`src/rtl/uart_pkg.sv`:
```
// Shared types and helpers for the configurable UART receiver and its future transmitter.
package uart_pkg;

    typedef enum logic [1:0] {
        PAR_NONE,
        PAR_EVEN,
        PAR_ODD
    } parity_mode_e;

    typedef enum logic [2:0] {
        IDLE,
        START,
        DATA,
        PARITY,
        STOP,
        BREAK
    } rx_state_e;

    localparam int unsigned MAX_DATA_N_BIT = 9;

    // Parity bit the transmitter should have sent for this data word.
    function automatic logic par_calc(input logic [MAX_DATA_N_BIT-1:0] data,
                                      input parity_mode_e              mode);
        case (mode)
            PAR_EVEN: par_calc = ^data;
            PAR_ODD:  par_calc = ~^data;
            default:  par_calc = 1'b0;
        endcase
    endfunction

endpackage

```
`src/rtl/uart_rx_cfg_if.sv`:
```
// Receive-side output port: one data word plus status, valid/ready handshake.
interface uart_rx_cfg_if #(
    parameter int unsigned DATA_N_BIT = 8
);
    logic [DATA_N_BIT-1:0] dout;
    logic                  dout_valid;
    logic                  dout_ready;
    logic                  parity_error;
    logic                  frame_error;
    logic                  overrun;

    modport master (
        output dout, dout_valid, parity_error, frame_error, overrun,
        input  dout_ready
    );

    modport slave (
        input  dout, dout_valid, parity_error, frame_error, overrun,
        output dout_ready
    );
endinterface

```
`src/rtl/uart_baud_tick.sv`:
```
// Free-running 1-in-DIV tick generator with a restart that realigns the phase to a line edge.
module uart_baud_tick #(
    parameter int DIV = 16
) (
    input  logic clk,
    input  logic sync_rst,
    input  logic restart,
    output logic tick
);
    localparam int unsigned CntW = (DIV > 1) ? $clog2(DIV) : 1;
    localparam logic [CntW-1:0] CntLast = CntW'(DIV - 1);

    if (DIV < 1) begin : g_div_check
        $error("uart_baud_tick: DIV must be at least 1");
    end

    logic [CntW-1:0] cnt_q, cnt_d;

    always_comb begin
        tick  = !restart && (cnt_q == CntLast);
        cnt_d = cnt_q + 1'b1;
        if (restart || cnt_q == CntLast) begin
            cnt_d = '0;
        end
    end

    always_ff @(posedge clk) begin
        if (sync_rst) begin
            cnt_q <= '0;
        end else begin
            cnt_q <= cnt_d;
        end
    end
endmodule

```
`src/rtl/uart_rx_cfg.sv`:
```
// Configurable oversampling UART receiver: 5..9 data bits, none/even/odd parity, 1/2 stop bits,
// majority-voted bits, false-start rejection and a valid/ready output register.
module uart_rx_cfg
    import uart_pkg::*;
#(
    parameter int unsigned  DATA_N_BIT  = 8,
    parameter parity_mode_e PARITY_MODE = PAR_EVEN,
    parameter int unsigned  STOP_N_BIT  = 1,
    parameter int unsigned  F_CLK_Hz    = 100_000_000,
    parameter int unsigned  BAUD_RATE   = 115_200,
    parameter int unsigned  OVERSAMPLE  = 16
) (
    input  logic          clk,
    input  logic          sync_rst,
    input  logic          uart_din,
    output logic          busy,
    uart_rx_cfg_if.master rx_if
);
    localparam int TICK_DIV = int'(F_CLK_Hz / (BAUD_RATE * OVERSAMPLE));
    localparam int unsigned SampW = $clog2(OVERSAMPLE);
    localparam int unsigned BitW  = $clog2(DATA_N_BIT);
    localparam logic [SampW-1:0] VoteLo   = SampW'(OVERSAMPLE / 2 - 1);
    localparam logic [SampW-1:0] VoteMid  = SampW'(OVERSAMPLE / 2);
    localparam logic [SampW-1:0] VoteHi   = SampW'(OVERSAMPLE / 2 + 1);
    localparam logic [SampW-1:0] SampLast = SampW'(OVERSAMPLE - 1);
    localparam logic [BitW-1:0]  BitLast  = BitW'(DATA_N_BIT - 1);

    if (DATA_N_BIT < 5 || DATA_N_BIT > MAX_DATA_N_BIT) begin : g_data_check
        $error("uart_rx_cfg: DATA_N_BIT must be 5..9");
    end
    if (STOP_N_BIT < 1 || STOP_N_BIT > 2) begin : g_stop_check
        $error("uart_rx_cfg: STOP_N_BIT must be 1 or 2");
    end
    if (OVERSAMPLE < 8 || (OVERSAMPLE % 2) != 0) begin : g_os_check
        $error("uart_rx_cfg: OVERSAMPLE must be even and >= 8");
    end

    logic                  sync1_q, sync2_q;
    rx_state_e             state_q, state_d;
    logic [SampW-1:0]      samp_q, samp_d;
    logic [BitW-1:0]       bit_q, bit_d;
    logic                  stop_q, stop_d;
    logic [DATA_N_BIT-1:0] data_q, data_d;
    logic                  s0_q, s0_d, s1_q, s1_d;
    logic                  perr_q, perr_d, ferr_q, ferr_d;
    logic [DATA_N_BIT-1:0] dout_q, dout_d;
    logic                  valid_q, valid_d, operr_q, operr_d, oferr_q, oferr_d;
    logic                  ovr_q, ovr_d;

    logic din_s, tick, restart, complete, vote, vote_pt, at_end, last_stop;

    assign din_s = sync2_q;

    uart_baud_tick #(
        .DIV (TICK_DIV)
    ) u_tick (
        .clk      (clk),
        .sync_rst (sync_rst),
        .restart  (restart),
        .tick     (tick)
    );

    always_comb begin
        state_d   = state_q;
        samp_d    = samp_q;
        bit_d     = bit_q;
        stop_d    = stop_q;
        data_d    = data_q;
        s0_d      = s0_q;
        s1_d      = s1_q;
        perr_d    = perr_q;
        ferr_d    = ferr_q;
        restart   = 1'b0;
        complete  = 1'b0;
        vote      = (s0_q & s1_q) | (s0_q & din_s) | (s1_q & din_s);
        vote_pt   = tick && (samp_q == VoteHi);
        at_end    = tick && (samp_q == SampLast);
        last_stop = (STOP_N_BIT == 1) || stop_q;

        if (tick) begin
            samp_d = at_end ? '0 : samp_q + 1'b1;
        end
        if (tick && samp_q == VoteLo) s0_d = din_s;
        if (tick && samp_q == VoteMid) s1_d = din_s;

        unique case (state_q)
            IDLE: begin
                samp_d = '0;
                if (!din_s) begin
                    state_d = START;
                    restart = 1'b1;
                    bit_d   = '0;
                    stop_d  = 1'b0;
                    perr_d  = 1'b0;
                    ferr_d  = 1'b0;
                end
            end
            START: begin
                if (vote_pt && vote) state_d = IDLE;
                else if (at_end)     state_d = DATA;
            end
            DATA: begin
                if (vote_pt) data_d = {vote, data_q[DATA_N_BIT-1:1]};
                if (at_end) begin
                    if (bit_q == BitLast) begin
                        bit_d   = '0;
                        state_d = (PARITY_MODE == PAR_NONE) ? STOP : PARITY;
                    end else begin
                        bit_d = bit_q + 1'b1;
                    end
                end
            end
            PARITY: begin
                if (vote_pt) perr_d = vote ^ par_calc(MAX_DATA_N_BIT'(data_q), PARITY_MODE);
                if (at_end) state_d = STOP;
            end
            STOP: begin
                // Finish at the last stop vote point so a following start bit is not missed.
                if (vote_pt) begin
                    if (!vote) ferr_d = 1'b1;
                    if (last_stop) begin
                        complete = 1'b1;
                        state_d  = (ferr_q || !vote) ? BREAK : IDLE;
                    end
                end else if (at_end) begin
                    stop_d = 1'b1;
                end
            end
            BREAK: begin
                samp_d = '0;
                if (din_s) state_d = IDLE;
            end
            default: state_d = IDLE;
        endcase
    end

    always_comb begin
        dout_d  = dout_q;
        valid_d = valid_q;
        operr_d = operr_q;
        oferr_d = oferr_q;
        ovr_d   = 1'b0;
        if (complete) begin
            if (!valid_q || rx_if.dout_ready) begin
                dout_d  = data_q;
                valid_d = 1'b1;
                operr_d = perr_q;
                oferr_d = ferr_d;
            end else begin
                ovr_d = 1'b1;
            end
        end else if (valid_q && rx_if.dout_ready) begin
            valid_d = 1'b0;
        end
    end

    always_ff @(posedge clk) begin
        if (sync_rst) begin
            sync1_q <= 1'b1;
            sync2_q <= 1'b1;
            state_q <= IDLE;
            samp_q  <= '0;
            bit_q   <= '0;
            stop_q  <= 1'b0;
            data_q  <= '0;
            s0_q    <= 1'b0;
            s1_q    <= 1'b0;
            perr_q  <= 1'b0;
            ferr_q  <= 1'b0;
            dout_q  <= '0;
            valid_q <= 1'b0;
            operr_q <= 1'b0;
            oferr_q <= 1'b0;
            ovr_q   <= 1'b0;
        end else begin
            sync1_q <= uart_din;
            sync2_q <= sync1_q;
            state_q <= state_d;
            samp_q  <= samp_d;
            bit_q   <= bit_d;
            stop_q  <= stop_d;
            data_q  <= data_d;
            s0_q    <= s0_d;
            s1_q    <= s1_d;
            perr_q  <= perr_d;
            ferr_q  <= ferr_d;
            dout_q  <= dout_d;
            valid_q <= valid_d;
            operr_q <= operr_d;
            oferr_q <= oferr_d;
            ovr_q   <= ovr_d;
        end
    end

    assign busy               = (state_q != IDLE);
    assign rx_if.dout         = dout_q;
    assign rx_if.dout_valid   = valid_q;
    assign rx_if.parity_error = operr_q;
    assign rx_if.frame_error  = oferr_q;
    assign rx_if.overrun      = ovr_q;
endmodule

```
`src/flat_wrapper.sv`:
```
// flat-port wrapper written by rule: the top's interface ports become plain ports
module uart_rx_cfg_flat import uart_pkg::*;
#(
    parameter int unsigned  DATA_N_BIT  = 8,
    parameter parity_mode_e PARITY_MODE = PAR_EVEN,
    parameter int unsigned  STOP_N_BIT  = 1,
    parameter int unsigned  F_CLK_Hz    = 100_000_000,
    parameter int unsigned  BAUD_RATE   = 115_200,
    parameter int unsigned  OVERSAMPLE  = 16
)
  (clk, sync_rst, uart_din, busy, rx_if_dout, rx_if_dout_valid, rx_if_parity_error, rx_if_frame_error, rx_if_overrun, rx_if_dout_ready);
  uart_rx_cfg_if #(.DATA_N_BIT(DATA_N_BIT)) rx_if_i ();
  input  logic clk;
  input  logic sync_rst;
  input  logic uart_din;
  output logic busy;
  output wire logic [$bits(rx_if_i.dout)-1:0] rx_if_dout;
  output wire logic [$bits(rx_if_i.dout_valid)-1:0] rx_if_dout_valid;
  output wire logic [$bits(rx_if_i.parity_error)-1:0] rx_if_parity_error;
  output wire logic [$bits(rx_if_i.frame_error)-1:0] rx_if_frame_error;
  output wire logic [$bits(rx_if_i.overrun)-1:0] rx_if_overrun;
  input wire logic [$bits(rx_if_i.dout_ready)-1:0] rx_if_dout_ready;
  assign rx_if_dout = rx_if_i.dout;
  assign rx_if_dout_valid = rx_if_i.dout_valid;
  assign rx_if_parity_error = rx_if_i.parity_error;
  assign rx_if_frame_error = rx_if_i.frame_error;
  assign rx_if_overrun = rx_if_i.overrun;
  assign rx_if_i.dout_ready = rx_if_dout_ready;
  uart_rx_cfg #(.DATA_N_BIT(DATA_N_BIT), .PARITY_MODE(PARITY_MODE), .STOP_N_BIT(STOP_N_BIT), .F_CLK_Hz(F_CLK_Hz), .BAUD_RATE(BAUD_RATE), .OVERSAMPLE(OVERSAMPLE)) u_core (.clk(clk), .sync_rst(sync_rst), .uart_din(uart_din), .busy(busy), .rx_if(rx_if_i));
endmodule
```
`config.mk`:
```
export PLATFORM = sky130hd
export DESIGN_NAME = uart_rx_cfg_flat
export DESIGN_NICKNAME = d
export VERILOG_FILES = /design/src/rtl/uart_pkg.sv /design/src/rtl/uart_rx_cfg_if.sv /design/src/rtl/uart_baud_tick.sv /design/src/rtl/uart_rx_cfg.sv /design/src/flat_wrapper.sv
export SDC_FILE = /design/constraint.sdc
export NUM_CORES = 1
export LEC_CHECK = 0
export CELL_PAD_IN_SITES_DETAIL_PLACEMENT = 1
export CELL_PAD_IN_SITES_GLOBAL_PLACEMENT = 1
export CORE_ASPECT_RATIO = 1.1
export CORE_MARGIN = 5
export CORE_UTILIZATION = 45
export CTS_CLUSTER_DIAMETER = 80
export DETAILED_ROUTE_END_ITERATION = 10
export PLACE_DENSITY_LB_ADDON = 0.1
export SLEW_MARGIN = 20
export SYNTH_ARGS = -nofsm -noshare
export SYNTH_HDL_FRONTEND = slang
export SYNTH_HIERARCHICAL = 1
export SYNTH_SLANG_ARGS = --single-unit
```
`constraint.sdc`:
```
create_clock -name clk -period 5.8 [get_ports clk]
set_input_delay 1.16 -clock clk [delete_from_list [all_inputs] [get_ports clk]]
set_output_delay 1.16 -clock clk [all_outputs]
set_load 0.02 [all_outputs]
```
==> impl_metrics.ini, run 1 <==
[floorplanning]
io_pins = 17
dieHeight_um = 80.2
initial_core_util_pct = 46.7
core-area_um2 = 4320
die_area_um2 = 5920
num_rows = 25
die_x_um = 73.8

[timing]
hold_viol = 0
tns_ns = 0
tightestPinTransition_ns = 0.752
clock_skew_ns = 0.00312
fin_ws_ns = 2.06
min_period_ns = 3.74
fin_crit_sh_pct = 64.4
slew_headroom_pct = 49.5
rsz0062_at_grt = false
finalMaxSlewViolations = 0
finalSetupViolCount = 0
fmax_mhz = 268

[cts]
clock_latency_ns = 0.28
cts_buffer_depth = 2
cts_resized = 0
cts_tree = done
clkSlewWorstSetupHoldPaths_ns = 0.08
numClockSinks = 42
cts_inserted_buffers = 5
cts-root-buf = clkbuf_8
htree_levels = 2
postCtsSetupBuffers = 0
holdBufCountCts = 0

[route]
drtIter0Drc = 65
first_pass_iters = 4
vias = 1581
routedWlPerCell_um = 15.6
wl_mm = 4.57
viasPerCell = 5.41
remaining_drc_errors = 0
postRouteAntennaNets = 0

[synthesis]
yosys.area.top_type = dfxtp_1
ys_ff_latch = 42
synth_ff_type = dfxtp_1
yosys_warnings = 6
ys_types = 43
synth_common_cells = dfxtp_1 (42), nor2_1 (30), a21oi_1 (22), nand2_1 (17), nand3_1 (14)
yosys-top-cells-area = dfxtp_1 (42%), nor2_1 (5.6%), a21oi_1 (5.5%), mux2i_1 (5.5%), ha_1 (4.3%)
synth_edf_count = 0
synthesis.instances = 225
seq_area_frac_synth_pct = 41.7
yosysMostFrequentCell = dfxtp_1
synth-async-reset-ratio_pct = 0
synth_top_area_share_pct = 41.7
syn-cell-area_um2 = 2020
synth_area_per_cell_um2 = 8.96
synthesis.nets = 236

[layout]
final_cells = 292
drive_above_1_share_pct = 10.1
antennaDiodeCount = 0
areaGrowthSynthToFinish_pct = 15.9
fin_nets = 248

[global_routing]
grt-ovfl-total = 0
track_usage_pct = 17.2
grt_pass1_wl_mm = 8.11
grt_max_degree = 36
antenna_found_initial = 0
grt_pass1_vias = 1743

[place]
gp_congestion = 0.749
dp.final_hpwl_mm = 3.31
place_worst_setup_slack_ns = 2.15
placed_cells = 284
port_buffers = 16

[worst_setup_path]
critPathArrivalTime_ns = 3.94
crit_type = reg2reg
worstSetupStartpointType = flip-flop
cp_max_fo = 17
end_kind = flip-flop
critical_path_required_ns = 6.00

[hold_path]
hold_path.class = reg2reg

[run_status]
status = complete, no violations

[power]
ir_drop_mv = 0.183
leakage_nw = 0.895
design_power_total_mw = 0.796
power_density_nw_per_um2 = 341

[flow_run]
max_cap_viol_count = 0
==> routing by layer <==
layer / GRT usage [%] / wire (um) / up-vias
li1: - / - / 797
met1: 20.8 / 2050 / 772
met2: 31.0 / 2400 / 10
met3: 3.25 / 89 / 2
met4: 3.80 / 26 / 0
met5: 0 / 0 / -
==> path summary, 6_finish.rpt <==
kind | startpoint | end | slack (ns) | cells after the start
setup / recovery | u_core/state_q[2]$_SDFFE_PP0P_ | u_core/rx_if.frame_error$_SDFFE_PP0P_ | 2.06 | 8
hold / removal | u_core/sync1_q$_SDFF_PP1_ | u_core/din_s$_SDFF_PP1_ | 0.42 | 1
setup reg to reg | u_core/state_q[2]$_SDFFE_PP0P_ | u_core/rx_if.frame_error$_SDFFE_PP0P_ | 2.06 | 8
hold reg to reg | u_core/sync1_q$_SDFF_PP1_ | u_core/din_s$_SDFF_PP1_ | 0.42 | 1
==> critical path, stage by stage, from the launching register on <==
cell and delay [ns]:
dfxtp_1 0.74, or3_1 0.22, nor2_1 0.08, nor3_1 0.64, and4b_1 0.75, nand4_1 0.68, inv_1 0.28, nor2_1 0.06
a211oi_1 0.20
==> flip-flops by register name (all words and copies together), names as in the netlist, 3 cells and up <==
| register | count |
|---|---|
| u_core/data_q | 8 |
| u_core/rx_if.dout | 8 |
| u_core/u_tick/cnt_q | 6 |
| u_core/samp_q | 4 |
| u_core/bit_q | 3 |
| u_core/state_q | 3 |
==> metrics by stage <==
stage	util, %	hold slack [ns]	area, um2
floorplan	-	0.389	2020
global placement	50.8	0.393	2190
detailed placement	50.8	0.399	2190
CTS	54.1	0.419	2340
global route	54.1	0.439	2340
finish	54.1	0.419	2340
==> cell usage in the layout (no fill, tap or decap), types with 2 or more instances in the layout <==
| cell | n |
|---|---|
| a2111oi_4 | 2 |
| a211oi_1 | 2 |
| a21oi_1 | 22 |
| a32o_1 | 2 |
| bufinv_16 | 2 |
| clkbuf_8 | 6 |
| clkdlybuf4s50_1 | 16 |
| dfxtp_1 | 42 |
| ha_1 | 7 |
| inv_1 | 8 |
| mux2i_1 | 11 |
| nand2_1 | 17 |
| nand2b_1 | 7 |
| nand3_1 | 14 |
| nand4b_1 | 3 |
| nor2_1 | 30 |
| nor3_1 | 3 |
| o21ai_0 | 5 |
| or2_2 | 3 |
| or3_1 | 3 |
| xnor2_1 | 7 |
| xor2_1 | 4 |
==> final cells by class <==
cell class / instances / area (um2)
repair buffers: 17 / 168
multi-input cells: 163 / 1090
fillers: 505 / 1980
flip-flops and latches: 42 / 841
clock inverters: 2 / 60.1
inverters: 8 / 30.0
clock buffers: 6 / 82.6
well taps: 54 / 67.6
==> kinds of logic after synthesis <==
group                    count (synthesis)  share of synthesized area [%]
adder cells (fa/ha/maj)                  8                           4.90
AO/OA/AOI/OAI                           42                           15.2
multiplexers                            12                           6.02
flip-flops                              42                           41.7
XOR/XNOR                                12                           5.90
buffers and inverters                   20                           4.35
AND/OR/NAND/NOR                         89                           21.9
==> where the power goes <==
part	leakage (nW)	switching, mW	total [mW]	internal (mW)
combinational	0.484	0.0904	0.170	0.0792
sequential	0.340	0.0434	0.344	0.301
clock	0.0714	0.0987	0.282	0.184
total	0.895	0.232	0.796	0.563
Note: power is estimated with default switching activity, not from simulation.
==> run 2, diff against run 1 <==
--- a/config.mk
+++ b/config.mk
@@ -9,7 +9,7 @@
 export CELL_PAD_IN_SITES_GLOBAL_PLACEMENT = 1
 export CORE_ASPECT_RATIO = 1.1
 export CORE_MARGIN = 5
-export CORE_UTILIZATION = 45
+export CORE_UTILIZATION = 43
 export CTS_CLUSTER_DIAMETER = 80
 export DETAILED_ROUTE_END_ITERATION = 10
 export PLACE_DENSITY_LB_ADDON = 0.1
==> constraint.sdc (replaced) <==
create_clock -name clk -period 3.9 [get_ports clk]
set_input_delay 0.78 -clock clk [delete_from_list [all_inputs] [get_ports clk]]
set_output_delay 0.78 -clock clk [all_outputs]
set_load 0.02 [all_outputs]
==> impl_metrics.ini, run 2 (same netlist as run 1, synthesis figures left out) <==
[worst_setup_path]
cp_top_family = simple AND/OR/NAND/NOR gates
path_common_cell = nor2_1
crit_chain = or3_1, nor2_1, nor3_1, and4b_1, nand4_1, inv_1, nor2_1, a211oi_1
end_kind = flip-flop
path_buf_inv = 1
critical_path_required_ns = 4.10
cp_slowest_cell = dfxtp_1
cp_max_fo = 16
crit_type = reg2reg
cpPeakStageDelay_ns = 0.73
worstSetupStartpointType = flip-flop
critPathArrivalTime_ns = 3.63

[place]
port_buffers = 16
dp.final_hpwl_mm = 3.71
gp_congestion = 0.826
place_worst_setup_slack_ns = 0.463

[cts]
cts_resized = 0
cts_tree = done
clock_latency_ns = 0.29
clkSlewWorstSetupHoldPaths_ns = 0.08
holdBufCountCts = 0
cts_inserted_buffers = 5
postCtsSetupBuffers = 0
cts-root-buf = clkbuf_8
htree_levels = 2
cts_buffer_depth = 2
numClockSinks = 42

[timing]
tns_ns = 0
fin_crit_sh_pct = 88.0
clock_skew_ns = 0.00233
fin_ws_ns = 0.469
slew_headroom_pct = 43.5
tightestPinTransition_ns = 0.845
hold_viol = 0
rsz0062_at_grt = false
fmax_mhz = 291
finalMaxSlewViolations = 0
finalSetupViolCount = 0
min_period_ns = 3.43

[power]
p_clk_share_pct = 35.2
internal_power_mw = 0.838
ir_drop_mv = 0.198
power_density_nw_per_um2 = 506
power_frac_seq_pct = 43.0
p_comb_share_pct = 21.8
netSwitchingFraction_pct = 29.4
leakage_nw = 0.900
power_switching_mw = 0.350
design_power_total_mw = 1.19

[layout]
final_common_cell = dfxtp_1
multiInputGateArea_um2 = 1090
seq_area_um2 = 841
fin_nets = 249
fillCellCount = 537
areaGrowthSynthToFinish_pct = 16.4
antennaDiodeCount = 0
final_cell_mix = dfxtp_1 (42), nor2_1 (30), a21oi_1 (22)
drive_above_1_share_pct = 10.5

[route]
maxUsedRoutingLayer = met4
met1_length_mm = 1.93
wl_met3_um = 108
viasPerCell = 5.52
routedWlPerCell_um = 16.4
drtIter0Drc = 58
remaining_drc_errors = 0
route.met2.wl_mm = 2.71
wl_mm = 4.84
postRouteAntennaNets = 0
vias = 1628
first_pass_iters = 4

[floorplanning]
die_area_um2 = 6160
core-area_um2 = 4590
initial_core_util_pct = 43.9
die_x_um = 75.3
num_rows = 26
io_pins = 17
dieHeight_um = 81.8

[global_routing]
grt_pass1_vias = 1785
antenna_found_initial = 0
grt_pass1_wl_mm = 8.40
grt-ovfl-total = 0
track_usage_pct = 18.1
grt_max_degree = 22

[run_status]
status = complete, no violations

[flow_run]
max_cap_viol_count = 0

[hold_path]
hold_path.class = reg2reg
## run 2: cell types whose count changed in the layout (fill, tap and decap cells not counted), sizes merged
cell,delta
buf,+1
## run 2: worst register-to-register path: stages, from the launching register on
cell and delay (ns):
dfxtp_1 0.73, or3_1 0.22, nor2_1 0.07, nor3_1 0.59, and4b_1 0.53, nand4_1 0.62, inv_1 0.30, nor2_1 0.06
a211oi_1 0.22
## run 2: power groups by stage
stage          combinational (mW)  clock, mW  sequential (mW)
6_report                    0.258      0.418            0.511
5_1_grt                     0.284      0.449            0.515
4_1_cts                     0.259      0.434            0.509
3_5_place_dp                0.257          0            0.520
3_3_place_gp                0.240          0            0.516
2_1_floorplan               0.229          0            0.480
## run 2: through the flow
step | hold slack [ns] | utilization [%] | cell area [um2] | cells
after floorplan | 0.389 | - | 2020 | 225
after global placement | 0.400 | 48.0 | 2200 | 287
after detailed placement | 0.403 | 48.0 | 2200 | 287
after CTS | 0.423 | 51.1 | 2350 | 295
after global routing | 0.439 | 51.1 | 2350 | 295
final | 0.419 | 51.1 | 2350 | 295
## run 2: area by class of cell
cell class                 instances  area share (%)
timing repair buffer              18            7.47
sequential                        42            35.8
clock inverter                     2            2.56
inverter                           8            1.28
multi-input combinational        163            46.3
clock buffer                       6            3.52
tap                               56            2.99
## run 2: final timing paths
kind / start / endpoint / slack (ns) / cells after the start
hold / removal: u_core/sync1_q$_SDFF_PP1_ / u_core/din_s$_SDFF_PP1_ / 0.42 / 1
setup / recovery: u_core/state_q[2]$_SDFFE_PP0P_ / u_core/rx_if.frame_error$_SDFFE_PP0P_ / 0.47 / 8
hold reg to reg: u_core/sync1_q$_SDFF_PP1_ / u_core/din_s$_SDFF_PP1_ / 0.42 / 1
setup reg to reg: u_core/state_q[2]$_SDFFE_PP0P_ / u_core/rx_if.frame_error$_SDFFE_PP0P_ / 0.47 / 8
## run 2: metal layers
metal  track usage (%)  vias up
met5                 0        -
met4              8.39        0
met3              3.30        7
met2              34.2       20
met1              18.7      799
li1                  -      802
==> patch 1, RTL diff (flow settings as in run 1) <==
`OVERSAMPLE` is set to 16 in 2 places; all go to 32.
--- a/src/rtl/uart_rx_cfg.sv
+++ b/src/rtl/uart_rx_cfg.sv
@@ -8,7 +8,7 @@
     parameter int unsigned  STOP_N_BIT  = 1,
     parameter int unsigned  F_CLK_Hz    = 100_000_000,
     parameter int unsigned  BAUD_RATE   = 115_200,
-    parameter int unsigned  OVERSAMPLE  = 16
+    parameter int unsigned  OVERSAMPLE  = 32
 ) (
     input  logic          clk,
     input  logic          sync_rst,
--- a/src/flat_wrapper.sv
+++ b/src/flat_wrapper.sv
@@ -6,7 +6,7 @@
     parameter int unsigned  STOP_N_BIT  = 1,
     parameter int unsigned  F_CLK_Hz    = 100_000_000,
     parameter int unsigned  BAUD_RATE   = 115_200,
-    parameter int unsigned  OVERSAMPLE  = 16
+    parameter int unsigned  OVERSAMPLE  = 32
 )
   (clk, sync_rst, uart_din, busy, rx_if_dout, rx_if_dout_valid, rx_if_parity_error, rx_if_frame_error, rx_if_overrun, rx_if_dout_ready);
   uart_rx_cfg_if #(.DATA_N_BIT(DATA_N_BIT)) rx_if_i ();
Behaviour: no difference found for any inputs over 10 cycles, from zero or initial values and one cycle with sync_rst high; that may be too few to reach the edited logic, so the function may still have changed.
==> patch 1 against run 1 <==
  * Wire length down 5.9%
  * Sequential cell count unchanged
  * Final area decreased by 2.6%
  * Synthesized area is 0.74% lower
  * Setup slack better by 0.27 ns
  * Sequential share of layout area increased by 0.97 points
  * Count of clock-buffer cells in the layout rose by 1
Power is not compared: it rests on default switching activity, and its combinational part moved more than twofold at a synthesized area within 25%.
==> patch 1: results (changes against run 1) <==
- Setup repair bufs after CTS: 0 (unchanged)
- Worst vdd ir: roughly 0.13 mV
- Synth top cells by count: dfxtp_1, nor2_1, mux2i_1
- Antenna violations before repair: 0 (unchanged)
- Leak Pwr: 0.8840 nW
- Fin nets: 237 (-4.4%)
- Worst Path Max Fanout: 15 (-2)
- CTS root buffer: clkbuf_8
- GR Util All Layers: 0.1621 (-0.01010)
- Syn_nets: 226 (-4.2%)
- DR WL/cell: 15.40 µm (-1.5%)
- Top delay family on crit path: simple AND/OR/NAND/NOR gates
- First-pass GRT wire length: 7534 µm (-7.1%)
- Relative slew slack: 0.3695 (-0.1252)
- Largest net degree at the start of global routing: 36 (unchanged)
- Status: complete, no violations
- Critical path arrival: 3.62 ns (-0.32 ns)
- Clock Latency Late Sink: 0.30 ns (+0.02 ns)
- Final Skew: 0.01073 ns (+0.007605 ns)
- GR Layer Usage met3: 0.03401 (+0.001464)
- FFs w/ async S/R, synth: 0 (unchanged)
- Vias: 1,529 (-3.3%)
- Fraction of layout cells with a size suffix above 1: 0.06667 (-0.03417)
- CP peak stage delay: 0.75 ns (about the same)
- Initial drt markers: 119 (+83%)
- Vias in the first global route: 1,586 (-9.0%)
- Hold_ws: 0.4187 ns (-0.0001870 ns)
- Flop-to-flop setup slack: 2.33 ns (+0.27 ns)
- Detailed Place HPWL: 3037 µm (-8.2%)
- Antenna fix cells: 0 (unchanged)
- Post-layout util: 0.5270 (-0.01420)
- IO buf count: 16 (unchanged)
- Synth warnings: 6 (unchanged)
- DRT Pass-1 Iters: 4 (unchanged)
- Distinct cell type count after synthesis: 46 (+7.0%)
- Slowest-stage cell, CP: nor2_1
- Met1 Usage GRT: 0.2100 (+0.001730)
- Share of the synthesized area in the top cell type: 0.4203 (+0.003130)
- Sequential area share after synthesis: 0.4203 (+0.003130)
- RD Place Congestion: 0.7904 (+5.5%)
- Met2 Usage GRT: 0.2580 (-0.05230)
- Clock Path Buffers: 2 (unchanged)
- Synth top area cells: dfxtp_1, mux2i_1, nor2_1, ha_1, xnor2_1
- Placed instance area: 2171 µm² (-1.0%)
==> patch 1: area by class of cell <==
type	instances	area, µm²
well taps	54	67.56
flip-flops and latches	42	840.8
fillers	502	2042
clock buffers	7	76.32
clock inverters	1	30.03
inverters	6	22.52
repair buffers	16	155.1
multi-input cells	153	1082
==> patch 1: through the flow <==
step	power (mW)	worst slack, ns	instances
2_1_floorplan	0.3118	3.495	213
3_3_place_gp	0.3160	2.220	271
3_5_place_dp	0.3174	2.042	271
4_1_cts	0.5458	2.011	279
5_1_grt	0.5593	2.004	279
6_report	0.5385	2.334	279
==> patch 1: kinds of logic after synthesis <==
kind of cell	Yosys count	share of synthesized area
simple gates	82	0.2170
fa+ha+maj	10	0.06191
compound gates	28	0.09569
flops	42	0.4203
mux	22	0.1101
buf+inv	18	0.04002
xor+xnor	11	0.05504
==> patch 1: where the power goes <==
group / internal, mW / switching [mW] / leakage [nW] / total [mW]
Combinational: 0.00714 / 0.00909 / 0.492 / 0.0162
Clock: 0.129 / 0.0998 / 0.0524 / 0.229
Sequential: 0.291 / 0.00289 / 0.339 / 0.294
Total: 0.427 / 0.112 / 0.884 / 0.538
==> patch 1: layer usage <==
metal  vias up  wire length, µm
met5         -                0
met4         0              105
met3         9              123
met2        22             2119
met1       738             1949
li1        760                -
==> patch 1: path summary, 6_finish.rpt <==
check | start | to | cells after the start
worst min register to register | u_core/sync1_q | u_core/din_s | 1
worst max register to register | u_core/state_q[0] | u_core/rx_if.dout[5] | 8
worst min-delay path | u_core/sync1_q | u_core/din_s | 1
worst max-delay path | u_core/state_q[0] | u_core/rx_if.dout[5] | 8
==> patch 1: worst reg2reg max path, delay by kind of cell (launching register included) <==
kind	cells	cell delay (ns)
flip-flops	1	0.63
multiplexers	1	0.26
AND/OR/NAND/NOR	7	2.44
==> patch 2, RTL diff (settings of run 1) <==
Made on the original files. Make the reset (`sync_rst`) asynchronous in 2 clocked blocks.
--- a/src/rtl/uart_baud_tick.sv
+++ b/src/rtl/uart_baud_tick.sv
@@ -24,7 +24,7 @@
         end
     end
 
-    always_ff @(posedge clk) begin
+    always_ff @(posedge clk or posedge sync_rst) begin
         if (sync_rst) begin
             cnt_q <= '0;
         end else begin
--- a/src/rtl/uart_rx_cfg.sv
+++ b/src/rtl/uart_rx_cfg.sv
@@ -154,7 +154,7 @@
         end
     end
 
-    always_ff @(posedge clk) begin
+    always_ff @(posedge clk or posedge sync_rst) begin
         if (sync_rst) begin
             sync1_q <= 1'b1;
             sync2_q <= 1'b1;
Function: differs if sync_rst is asserted again (counterexample within 4 cycles, from zero or initial values and one cycle with sync_rst high); with sync_rst held inactive, the same outputs for 10 cycles.
==> patch 2 against run 1 <==
  * Final area decreased by 0.54%
  * Setup slack improved by 0.69 ns
  * Via count decreased by 17%
  * First-iteration DRC count increased by 38%
  * Wire length decreased by 14%
  * Sequential cell count unchanged
  * Count of clock-buffer cells in the layout unchanged
  * Synthesized area increased by 0.74%
Power is not compared: it rests on default switching activity, and its combinational part moved more than twofold at a synthesized area within 25%.
==> patch 2: results (changes against run 1) <==
- Tightest Pin Transition: 0.5095 ns (-0.2427 ns)
- RD Place Congestion: 0.8494 (+13%)
- Placed insts: 234 (-18%)
- Sequential Power Share: 0.590
- Synth top area cells: dfrtp_1, mux2_2, ha_1, xnor2_1, nor2_1
- Hold_ws: 0.3626 ns (-0.05637 ns)
- Hold Path Class: flip-flop to flip-flop
- Fin nets: 198 (-20%)
- Wire length on met1: 1752 µm (-14%)
- CTS buffer count: 5 (unchanged)
- Compound-gate portion of the synthesized area: 0.05853 (-0.09355)
- Syn_nets: 180 (-24%)
- Ys flop type: dfrtp_1
- Largest net degree at the start of global routing: 37 (+2.8%)
- Clock Latency Late Sink: 0.30 ns (+0.02 ns)
- H-Tree Depth: 2 (unchanged)
- Top delay family on crit path: buffers and inverters
- Syn Area/Cell: 12.02 µm² (+34%)
- Met2 Usage GRT: 0.2527 (-0.05762)
- Met1 Usage GRT: 0.1870 (-0.02127)
- Leak Pwr: between 1 and 1.5 nW
- Xor/xnor share of the synthesized area: 0.06285 (+0.003877)
- Detail Route met2 WL: 1978 µm (-18%)
- Mux share of post-synthesis cell area: 0.1319 (+0.07164)
- Adder-Cell Fraction of Synth Area: 0.04868 (-0.0003626)
- Synth top cells by count: dfrtp_1, mux2_2, nor2_1
- Top Metal Used: met4
- Antenna violations before repair: 0 (unchanged)
- Critical path arrival: 1.89 ns (-2.05 ns)
- Flop-to-flop setup slack: 3.19 ns (+1.13 ns)
- # resized after CTS: 0 (unchanged)
- Sequential area share after synthesis: 0.5188 (+0.1017)
- Total wire length: 3918 µm (-14%)
- FFs w/ async S/R, synth: 1.000 (+1.000)
- CP peak stage delay: 0.58 ns (-0.17 ns)
- Met3 wire len: 140 µm (+57%)
- Layout Cells excl Fill: 242 (-17%)
- Clock Path Buffers: 2 (unchanged)
- Slowest-stage cell, CP: clkdlybuf4s50_1
- First-pass GRT wire length: 6886 µm (-15%)
- Initial drt markers: 90 (+38%)
- Sw frac: 0.2157
- Final Skew: 0.006214 ns (+0.003089 ns)
- Vias in the first global route: 1,450 (-17%)
- Largest Pwr Group: registers
- Max-slew violations: 0 (unchanged)
- Antenna fix cells: 0 (unchanged)
- Status: complete, no violations
- GR Layer Usage met3: 0.05257 (+0.02003)
- Placed instance area: 2228 µm² (+1.6%)
- Distinct cell type count after synthesis: 40 (-7.0%)
- Max Freq: 327.9 MHz (+23%)
- Vias per cell: 5.417 (about the same)
- Fraction of layout cells with a size suffix above 1: 0.2234 (+0.1226)
- IO buf count: 16 (unchanged)
- Dpl ws: 3.089 ns (+0.9377 ns)
- Detailed Place HPWL: 2878 µm (-13%)
- Setup repair bufs after CTS: 0 (unchanged)
- Worst Path Max Fanout: 11 (-6)
- GR Util All Layers: 0.1535 (-0.01874)
[patch 2: changes by cell type after synthesis, sizes merged, moves of 9 or more]
cell   change
a21oi     -18
mux2      +21
nand2     -11
dfrtp     +40
nor2      -15
dfxtp     -42
mux2i      -9
nand3      -9
[patch 2: cell type report]
cell class | instances | area (µm²)
fill | 457 | 2024
inverter | 7 | 26.28
multi-input combinational | 114 | 913.4
clock buffer | 6 | 82.58
sequential | 42 | 1054
clock inverter | 2 | 12.51
timing repair buffer | 17 | 167.7
tap | 54 | 67.56
[patch 2: final timing paths]
| path | from | endpoint | cells past startpoint |
|---|---|---|---|
| max | u_core/state_q[2] | busy | 2 |
| min | u_core/sync1_q | u_core/din_s | 0 |
| max reg2reg | u_core/state_q[1] | u_core/rx_if.dout[1] | 6 |
| min reg2reg | u_core/sync1_q | u_core/din_s | 0 |
| max in group asynchronous | sync_rst | u_core/din_s | 3 |
| min in group asynchronous | sync_rst | u_core/u_tick/cnt_q[5] | 2 |
